**src/rtl/icache_fill_ctrl.sv**
```systemverilog
// ---------------------------------------------------------------------------
// icache_fill_ctrl
//
// Instruction-cache miss/refill controller. On a fetch miss it latches the
// line base address, streams LINE_WORDS words from memory into the cache data
// array, then returns to IDLE so the retried fetch can hit. A memory that
// stops answering for TIMEOUT consecutive cycles parks the block in a sticky
// error state until reset.
//
// Parameters
//   LINE_WORDS  words per cache line (power of two, 2..16)
//   TIMEOUT     consecutive FILL cycles without mem_ready before ERR
//
// Ports
//   clk, rst_n          clock, asynchronous active-low reset
//   pc                  byte address of the instruction being fetched
//   fetch_req           fetch stage requests an instruction this cycle
//   cache_hit           tag match for pc this cycle
//   flush               redirect; discards the current fetch (IDLE only)
//   mem_ready           memory presents a valid word on mem_rdata
//   mem_rdata           refill data word
//   hit                 IF/ID capture strobe (combinational)
//   stall               freeze PC and fetch stage
//   mem_req, mem_addr   memory read request and word byte address
//   refill_we           cache data array write strobe
//   refill_addr/_data   cache data array write address / word
//   err                 sticky memory-timeout error
//   miss_cnt            saturating count of misses serviced
//   dbg_state           current FSM state (0 IDLE, 1 FILL, 2 DONE, 3 ERR)
//
// Memory handshake: while mem_req is high the block holds mem_addr steady;
// a word transfers on every cycle where mem_req and mem_ready are both high,
// and mem_addr advances to the next word on the following cycle. mem_ready
// outside FILL is ignored.
// ---------------------------------------------------------------------------
module icache_fill_ctrl #(
    parameter int LINE_WORDS = 4,
    parameter int TIMEOUT    = 255
) (
    input  logic        clk,
    input  logic        rst_n,
    input  logic [31:0] pc,
    input  logic        fetch_req,
    input  logic        cache_hit,
    input  logic        flush,
    input  logic        mem_ready,
    input  logic [31:0] mem_rdata,
    output logic        hit,
    output logic        stall,
    output logic        mem_req,
    output logic [31:0] mem_addr,
    output logic        refill_we,
    output logic [31:0] refill_addr,
    output logic [31:0] refill_data,
    output logic        err,
    output logic [15:0] miss_cnt,
    output logic [1:0]  dbg_state
);

    localparam int WCW = (LINE_WORDS > 1) ? $clog2(LINE_WORDS) : 1;
    localparam int TW  = $clog2(TIMEOUT + 1);

    // Clears the word and byte offset bits of pc to give the line base.
    localparam logic [31:0] LINE_MASK = ~(32'(LINE_WORDS * 4) - 32'd1);

    typedef enum logic [1:0] {
        ST_IDLE = 2'd0,
        ST_FILL = 2'd1,
        ST_DONE = 2'd2,
        ST_ERR  = 2'd3
    } state_t;

    state_t          state;
    logic [WCW-1:0]  word_cnt;
    logic [TW-1:0]   tmo_cnt;
    logic [31:0]     mem_addr_q;
    logic [31:0]     refill_addr_q;
    logic [31:0]     refill_data_q;
    logic            err_q;
    logic [15:0]     miss_cnt_q;

    logic            in_idle;
    logic            in_fill;
    logic            miss_start;
    logic            last_word;
    logic            word_xfer;

    assign in_idle    = (state == ST_IDLE);
    assign in_fill    = (state == ST_FILL);
    assign miss_start = in_idle & fetch_req & ~cache_hit & ~flush;
    assign last_word  = (word_cnt == WCW'(LINE_WORDS - 1));
    assign word_xfer  = in_fill & mem_ready;

    always_ff @(posedge clk or negedge rst_n) begin
        if (!rst_n) begin
            state         <= ST_IDLE;
            word_cnt      <= '0;
            tmo_cnt       <= '0;
            mem_addr_q    <= '0;
            refill_addr_q <= '0;
            refill_data_q <= '0;
            err_q         <= 1'b0;
            miss_cnt_q    <= '0;
        end else begin
            case (state)
                ST_IDLE: begin
                    if (miss_start) begin
                        state      <= ST_FILL;
                        mem_addr_q <= pc & LINE_MASK;
                        word_cnt   <= '0;
                        tmo_cnt    <= '0;
                    end
                end
                ST_FILL: begin
                    // flush is deliberately not looked at here: the line
                    // always completes once the refill has started.
                    if (mem_ready) begin
                        refill_addr_q <= mem_addr_q;
                        refill_data_q <= mem_rdata;
                        tmo_cnt       <= '0;
                        // Power-of-two line size: the increment wraps to 0
                        // on the last word by itself.
                        word_cnt      <= word_cnt + WCW'(1);
                        if (last_word) begin
                            state <= ST_DONE;
                            if (miss_cnt_q != 16'hFFFF) begin
                                miss_cnt_q <= miss_cnt_q + 16'd1;
                            end
                        end else begin
                            mem_addr_q <= mem_addr_q + 32'd4;
                        end
                    end else if (tmo_cnt == TW'(TIMEOUT - 1)) begin
                        state <= ST_ERR;
                        err_q <= 1'b1;
                    end else begin
                        tmo_cnt <= tmo_cnt + TW'(1);
                    end
                end
                ST_DONE: begin
                    state <= ST_IDLE;
                end
                ST_ERR: begin
                    state <= ST_ERR;
                end
                default: begin
                    state <= ST_IDLE;
                end
            endcase
        end
    end

    // hit must be valid well before the negedge that loads IF/ID, so it is
    // decoded directly from the current state and inputs.
    assign hit         = in_idle & fetch_req & cache_hit & ~flush;
    assign stall       = ~in_idle | miss_start;
    assign mem_req     = in_fill;
    assign mem_addr    = mem_addr_q;
    assign refill_we   = word_xfer;
    // Write address/data follow the live transfer, otherwise hold the last
    // written word.
    assign refill_addr = word_xfer ? mem_addr_q : refill_addr_q;
    assign refill_data = word_xfer ? mem_rdata  : refill_data_q;
    assign err         = err_q;
    assign miss_cnt    = miss_cnt_q;
    assign dbg_state   = state;

endmodule

```
**config.mk**
```make
export PLATFORM = sky130hd
export DESIGN_NAME = icache_fill_ctrl
export DESIGN_NICKNAME = d
export VERILOG_FILES = /design/src/rtl/icache_fill_ctrl.sv
export SDC_FILE = /design/constraint.sdc
export NUM_CORES = 1
export LEC_CHECK = 0
export ABC_CLOCK_PERIOD_IN_PS = 4580
export CORE_MARGIN = 1.5
export CORE_UTILIZATION = 30
export CTS_CLUSTER_SIZE = 40
export DETAILED_ROUTE_END_ITERATION = 8
export HOLD_SLACK_MARGIN = 0.06
export PLACE_DENSITY = 0.56
export SLEW_MARGIN = 20
export SYNTH_ARGS = -nofsm -noshare
export SYNTH_HDL_FRONTEND = slang
export SYNTH_SLANG_ARGS = --single-unit
```
**constraint.sdc**
```tcl
create_clock -name clk -period 4.58 [get_ports clk]
set_clock_uncertainty 0.1 [all_clocks]
set_input_delay 0.458 -clock clk [delete_from_list [all_inputs] [get_ports clk]]
set_output_delay 0.458 -clock clk [all_outputs]
set_load 0.02 [all_outputs]
```
==> results list, run 1 <==
- Status: finished, final reports clean
* Effective utilization at floorplan: 30.8%
* Number of non-filler instances in the completed layout: 1120
* Final wirelength: 18.7 mm
* Switching power as a share of total power: a little over two fifths
- Maximum number of pins on one net before global-route repair: 92
- The number of slew-limit violations in the final report is 0.
* Chip height: roughly 140 um
* Per-cell via count in the routed design: 4.90
- The worst pin sits at a relative slew slack of between 20% and 30%.
- Largest voltage drop on the vdd net: 0.000422 V
* Post-route setup TNS: 0 ns
- Final Core Density: about 44%
- Synthesized netlist cell count: 672
- Syn. warnings: 0
- Final routed wire length divided by cell count: 16.7 um
- The tool flagged a number of max-cap violations equal to 0.
- Capturing element type of the critical path: output pin
- Dividing the final minimum period by the clock period gives between 70 and 80%.
- # IOs: 189
* Maximum buffer depth of the clock tree: 2
- Fraction of layout cells with a size suffix above 1: just under 7%
* Routed via count: 5493
* Residual antenna-violating net count after detailed routing: 0
- Kind of critical path: in2out
* Sw power: approximately 2600 uW
- Dividing the synthesized area by the synthesized cell count gives 8.94 um^2.
* Floorplan Core Area: 19500 um^2
* Final hold slack: around 0.049 ns
* Critical Path Start Type: primary input
- Of all nets on the critical path, the largest fanout is 67.
* Post-CTS sizing: 0
- Wire length of the first global-routing pass: 28.9 mm
* Reg power frac: 29.4%
* Number of hold buffers added after CTS: 0
- Fmax: approximately 280 MHz
* Initial antenna violation count: 0
* # diodes: 0
- Final cell area excluding filler cells: just under 9000 um^2
* Main synth FF type: sky130_fd_sc_hd__dfrtp_1
- Setup slack of the most critical reg-to-reg path: 1.90 ns
- The via count of the first global-routing pass came to 5128.
- Power density relative to cell area: ~730 nW/um^2
- TritonCTS clock tree: yes
- The tightest min-delay check is of the in2async type.
* Die X-Extent: between 100 and 150 um
* Unrepaired setup endpoints after global routing: false
- After floorplanning, the core was divided into 51 placement rows.
- Count of buffers from port buffering: 180
- Clk network pwr share: 21.5%
- CTS built an H-tree with a depth of 4.
* Data arrival time of the worst path: a little under 3 ns
- Global routing used 18.2% of the available tracks.
* Violation count after the first detailed-route iteration: 336
- Internal Dissipation: 3700 uW
- # placed instances: 1088
- Count of final hold-check violations: 0
- Yosys mapped a number of flops with a built-in enable equal to 0.
* Part of the Yosys area used for sequential elements: 50.4%
- Clock latency on the worst-skew pair, taken at its later pin, is ~0.42 ns.
- STA puts the critical path data required time at approximately 4 ns.
* Post-Synthesis Cell Area: 6010 um^2
- Fraction of synthesis flops using an asynchronous set or reset pin: 100%
- For the worst flop-to-flop path, the logic depth is 6.
- Clock root buffer: sky130_fd_sc_hd__clkbuf_16
* Synth unique cells: 66
- Transition time at the pin with the least slew margin: 1.15 ns
* Leakage dissipation: 0.00371 uW
- The clock drives roughly 120 sinks.
- Combinational cells account for a little under 50% of the total power.
- Aggregate global routing overflow: 0
* Number of register bits inferred by synthesis: 121
* CTS clock-pin slew for the worst setup and hold paths: 0.05 ns
- In this run the critical register-to-register path is captured at mem_addr[23].
- Relative to the synthesized area, the layout overhead comes to 43.9%.
* Placer's final routability congestion estimate: 0.801
- In this run the critical register-to-register path is launched from dbg_state[1].
* Die area: 20900 um^2
- Post-DP HPWL: 12.6 mm
- After detailed routing, the number of remaining DRC violations is 0.
- First-pass iteration count of the detailed router: 5
- In this run, CTS created clock tree buffers numbering 17.
- Final setup vio count: 0
- Post-CTS timing repair inserted 0 buffers for setup.
* Tmin final: about 3.5 ns
- For this run, the post-layout net count is 917.
* Dpl cell area: 8050 um^2
metrics by stage:
step	total power, uW	setup slack, ns
final	6340	1.05
after global routing	6790	0.817
after floorplan	3560	2.22
after detailed placement	5010	1.01
after global placement	4990	1.04
after CTS	6410	0.994
final cells by class:
type,instances,area [um^2]
Sequential cell,121,3030
Fill cell,1923,10900
Timing Repair Buffer,192,1910
Clock buffer,20,447
Tap cell,265,332
Multi-Input combinational cell,498,2740
Clock inverter,12,149
Inverter,12,45.0
power by group through the flow:
| stage | Combinational, uW | Clock [uW] | Sequential (uW) |
|---|---|---|---|
| after floorplan | 1670 | 0 | 1900 |
| after global placement | 3120 | 0 | 1870 |
| after detailed placement | 3130 | 0 | 1880 |
| after CTS | 3150 | 1400 | 1860 |
| final | 3110 | 1360 | 1870 |
| after global routing | 3410 | 1450 | 1930 |
per-layer routing:
layer	GRT usage, %	vias to the layer above	part of all wire [%]
met5	0	-	0
met4	5.69	0	1.3
met3	4.74	16	6.5
met2	27.8	171	45
met1	25.1	2580	47
li1	-	2726	-
worst max-delay path by stage:
stage / cells after the start / slack, ns / endpoint / from
2_1_floorplan: 6 / 2.22 / refill_data[22] / dbg_state[0]
3_3_place_gp: 6 / 1.04 / refill_addr[16] / mem_ready
3_5_place_dp: 6 / 1.01 / refill_addr[16] / mem_ready
4_1_cts: 6 / 0.99 / refill_addr[16] / mem_ready
5_1_grt: 6 / 0.82 / refill_addr[16] / mem_ready
6_report: 5 / 1.05 / refill_addr[16] / mem_ready
cell usage after synthesis, types with 4 or more instances:
cell	n	share of area [%]
sky130_fd_sc_hd__o21ai_0	20	1.7
sky130_fd_sc_hd__nand3_1	24	2.0
sky130_fd_sc_hd__nor4_1	6	0.62
sky130_fd_sc_hd__nand4b_1	4	0.58
sky130_fd_sc_hd__nand2b_1	6	0.62
sky130_fd_sc_hd__buf_4	7	0.87
sky130_fd_sc_hd__o211ai_1	10	1.2
sky130_fd_sc_hd__nor3_1	10	0.83
sky130_fd_sc_hd__nand4_1	23	2.4
sky130_fd_sc_hd__o311ai_0	6	0.87
sky130_fd_sc_hd__o31ai_1	4	0.50
sky130_fd_sc_hd__and3_1	11	1.1
sky130_fd_sc_hd__clkbuf_1	26	1.6
sky130_fd_sc_hd__and4_1	6	0.87
sky130_fd_sc_hd__and2_1	7	0.73
sky130_fd_sc_hd__or4_1	6	0.75
sky130_fd_sc_hd__dfrtp_1	121	50
sky130_fd_sc_hd__o41ai_1	5	0.73
sky130_fd_sc_hd__xnor2_1	14	2.0
sky130_fd_sc_hd__o22ai_1	4	0.42
sky130_fd_sc_hd__nor2_1	15	0.94
sky130_fd_sc_hd__inv_1	10	0.62
sky130_fd_sc_hd__a21oi_1	25	2.1
sky130_fd_sc_hd__nand2_1	221	14
sky130_fd_sc_hd__ha_1	5	1.0
sky130_fd_sc_hd__mux2i_1	7	1.2
sequential cells by signal, summed over array words and instances, names as in the netlist:
signal	cells
word_cnt	2
tmo_cnt	8
mem_addr	30
refill_addr_q	30
miss_cnt	16
err	1
refill_data_q	32
dbg_state	2
placed cells by master (no fill, tap or decap), types with 4 or more instances in the layout:
cell type and count:
sky130_fd_sc_hd__dfrtp_1 121, sky130_fd_sc_hd__inv_1 10, sky130_fd_sc_hd__clkbuf_16 17, sky130_fd_sc_hd__clkinv_2 4, sky130_fd_sc_hd__and2_1 7, sky130_fd_sc_hd__a21oi_1 25
sky130_fd_sc_hd__mux2i_1 7, sky130_fd_sc_hd__nand2_1 221, sky130_fd_sc_hd__nand3_1 23, sky130_fd_sc_hd__and4_1 6, sky130_fd_sc_hd__xnor2_1 14, sky130_fd_sc_hd__o21ai_0 20
sky130_fd_sc_hd__nor3_1 10, sky130_fd_sc_hd__and3_1 11, sky130_fd_sc_hd__nand4b_1 4, sky130_fd_sc_hd__o22ai_1 4, sky130_fd_sc_hd__nand2b_1 6, sky130_fd_sc_hd__clkdlybuf4s50_1 179
sky130_fd_sc_hd__clkinvlp_4 4, sky130_fd_sc_hd__nor2_1 15, sky130_fd_sc_hd__conb_1 4, sky130_fd_sc_hd__nor4_1 6, sky130_fd_sc_hd__or4_1 6, sky130_fd_sc_hd__o311ai_0 6
sky130_fd_sc_hd__buf_4 11, sky130_fd_sc_hd__ha_1 5, sky130_fd_sc_hd__o31ai_1 4, sky130_fd_sc_hd__nand4_1 23, sky130_fd_sc_hd__o211ai_1 10, sky130_fd_sc_hd__o41ai_1 5
critical path: stages:
cell and delay [ns]:
sky130_fd_sc_hd__clkdlybuf4s50_1 0.82, sky130_fd_sc_hd__nand3_4 0.12, sky130_fd_sc_hd__buf_4 0.39, sky130_fd_sc_hd__o21ai_0 0.45, sky130_fd_sc_hd__clkdlybuf4s50_1 0.72
logic make-up (layout without fill, tap and decap cells):
| group | Yosys count | count (layout) | share of synthesized area [%] |
|---|---|---|---|
| simple gates | 359 | 359 | 28.4 |
| flops | 121 | 121 | 50.4 |
| mux | 8 | 8 | 1.35 |
| fa+ha+maj | 5 | 5 | 1.04 |
| compound gates | 108 | 108 | 12.2 |
| other cells | 1 | 4 | 0.0624 |
| buf+inv | 56 | 236 | 4.42 |
| xor+xnor | 14 | 14 | 2.04 |
Note: power is estimated with default switching activity, not from simulation.
==> inputs of run 2 (changes only) <==
- ABC_CLOCK_PERIOD_IN_PS: 4580 -> 3100
- PLACE_DENSITY: 0.56 -> 0.58
- clock period: 4.58 -> 3.1 ns (I/O delays scaled with it)
==> results list, run 2 (same netlist as run 1, synthesis figures left out) <==
* Power density relative to cell area: 1080 nW/um^2 (was 733 nW/um^2)
* Number of global-route vias before repair: 5247 (was 5128)
* CP max FO: 11 (was 67)
- The total negative setup slack came to 0 ns (unchanged).
- Largest voltage drop on the vdd net: 0.000553 V (was 0.000422 V)
- The share of the core filled with cells came to 44.8% (was 44.3%).
- The type of the worst min-delay path is in2reg (was in2async).
- FP Rows: 51 (unchanged)
- The leading cell type in the layout, fill and taps excluded is sky130_fd_sc_hd__nand2_1 (unchanged).
- The first-pass GRT wire length is 29.0 mm (was 28.9 mm).
* Num CTS Buffers: 17 (unchanged)
- The die footprint came to 20900 um^2 (unchanged).
* Count of final hold-check violations: 0 (unchanged)
- Count of buffers from port buffering: 180 (unchanged)
- Final period util: 90.2%
- The number of endpoints failing setup at the final stage was 0 (unchanged).
- Post-layout nets: 924 (was 917)
- The number of H-tree levels came to 4 (unchanged).
- The maximum buffer depth of the clock tree was 2 (unchanged).
- Most frequent cells in the layout: sky130_fd_sc_hd__nand2_1 (221), sky130_fd_sc_hd__clkdlybuf4s50_1 (178), sky130_fd_sc_hd__dfrtp_1 (121) (was sky130_fd_sc_hd__nand2_1 (221), sky130_fd_sc_hd__clkdlybuf4s50_1 (179), sky130_fd_sc_hd__dfrtp_1 (121)).
* Design Power: 9480 uW (was 6340 uW)
- The flip-flop count of the largest register, all copies and words added was 32 (unchanged).
- The critical path start-end classification was in2out (unchanged).
- The clock tree from TritonCTS is yes (unchanged).
* Clock tree sinks: 121 (unchanged)
- Dpl cell area: 8120 um^2 (was 8050 um^2)
* Final cell area excluding filler cells: 8740 um^2 (was 8650 um^2)
* # DRC: 0 (unchanged)
- Data arrival time of the worst path: 2.39 ns (was 2.97 ns)
- Transition time at the pin with the least slew margin: 1.00 ns (was 1.15 ns)
- Tightest slew margin relative to the limit: 33.1% (was 22.7%)
- Residual antenna-violating net count after detailed routing: 0 (unchanged)
* Die X-Extent: 145 um (unchanged)
* Leakage dissipation: 0.00377 uW (was 0.00371 uW)
* Number of buffers inserted by post-CTS setup repair: 0 (unchanged)
- Combined global-route utilization of all metal layers: 18.1% (was 18.2%)
* Post-DP HPWL: 12.7 mm (was 12.6 mm)
- The clock slew seen by the registers of the worst setup and hold paths is 0.05 ns (about the same).
- The count of routing violations after the opening detailed-route iteration came to 358 (was 336).
* Critical Path Start Type: primary input (unchanged)
- Fraction of layout cells with a size suffix above 1: 7.31% (was 6.90%)
- Final wirelength: 18.4 mm (was 18.7 mm)
- The growth of design area from synthesis to finish came to 45.6% (was 43.9%).
- Chip height: 145 um (unchanged)
- The per-cell routed wire length came to 16.4 um (was 16.7 um).
- Clock root buffer: sky130_fd_sc_hd__clkbuf_16 (unchanged)
- Status: finished, final reports clean (unchanged)
- Post-CTS sizing: 0 (unchanged)
- Number of hold buffers added after CTS: 1 (was 0)
- The initial antenna violation count was 0 (unchanged).
* Routed via count: 5569 (was 5493)
- Setup slack of the most critical reg-to-reg path: 0.74 ns (was 1.90 ns)
* Capturing element type of the critical path: output pin (unchanged)
- Fmax: between 300 and 400 MHz
- The largest net degree at the start of global routing was 80 (was 92).
- Effective utilization at floorplan: 30.8% (unchanged)
- Max cap viols: 0 (unchanged)
* # IOs: 189 (unchanged)
* Insertion delay of the later-clocked pin in the worst-skew pair: 0.42 ns (about the same)
* Tmin final: 2.80 ns
* First-pass iteration count of the detailed router: 5 (unchanged)
* Per-cell via count in the routed design: 4.94 (was 4.90)
- Number of max-slew violations in the final report: 0 (unchanged)
* Aggregate global routing overflow: 0 (unchanged)
* Unrepaired setup endpoints after global routing: false (unchanged)
- The required time of the critical path came to 2.69 ns (was 4.02 ns).
- Placer's final routability congestion estimate: 0.816 (was 0.801)
* # diodes: 0 (unchanged)
* Floorplan Core Area: 19500 um^2 (unchanged)
- The largest register by flop count was refill_data_q (unchanged).
-- run 2: report_power, final --
group | switching (uW) | leakage [uW] | internal (uW)
clock | 703 | 0.000298 | 1380
sequential | 542 | 0.00149 | 2200
combinational | 2640 | 0.00199 | 2000
-- run 2: cell type report --
class / instances / area, um^2
Clock buffer: 24 / 472
Clock inverter: 8 / 143
Inverter: 12 / 45.0
Multi-Input combinational cell: 498 / 2740
Tap cell: 265 / 332
Timing Repair Buffer: 199 / 1980
Fill cell: 1931 / 10800
Sequential cell: 121 / 3030
-- run 2: critical path: stages --
cell                              delay [ns]
sky130_fd_sc_hd__clkdlybuf4s50_1        0.64
sky130_fd_sc_hd__nand3_4                0.13
sky130_fd_sc_hd__inv_2                  0.19
sky130_fd_sc_hd__buf_4                  0.24
sky130_fd_sc_hd__nand2_1                0.12
sky130_fd_sc_hd__nand2_1                0.10
sky130_fd_sc_hd__clkdlybuf4s50_1        0.64
-- run 2: final timing paths --
| check | from | end | depth (start not counted) |
|---|---|---|---|
| worst min-delay path | mem_rdata[1] | refill_data_q[1] | 3 |
| worst max-delay path | mem_ready | refill_addr[20] | 7 |
| worst max register to register | mem_addr[3] | mem_addr[16] | 5 |
| max in group asynchronous | rst_n | refill_data_q[29] | 3 |
| worst min register to register | refill_data_q[11] | refill_data_q[11] | 2 |
| min in group asynchronous | rst_n | miss_cnt[0] | 2 |
-- run 2: layer usage --
layer,vias to the layer above,global-route usage [%],part of all wire (%)
met3,12,4.64,6.9
met1,2660,24.8,47
met5,-,0,0
met2,166,28.0,45
li1,2731,-,-
met4,0,5.69,1.0
-- run 2: stage by stage --
| stage | hold WS (ns) | worst slack [ns] | std cells |
|---|---|---|---|
| floorplan | -0.0856 | 0.892 | 675 |
| global placement | 0.322 | 0.338 | 1094 |
| detailed placement | 0.322 | 0.335 | 1094 |
| CTS | 0.322 | 0.296 | 1127 |
| global route | 0.353 | 0.190 | 1127 |
| finish | 0.346 | 0.305 | 1127 |
==> inputs of run 3 (changes only) <==
- HOLD_SLACK_MARGIN: 0.06 -> unset
==> results of run 3 <==
Same layout as run 2: the final DEF is identical, and so are final timing and power.
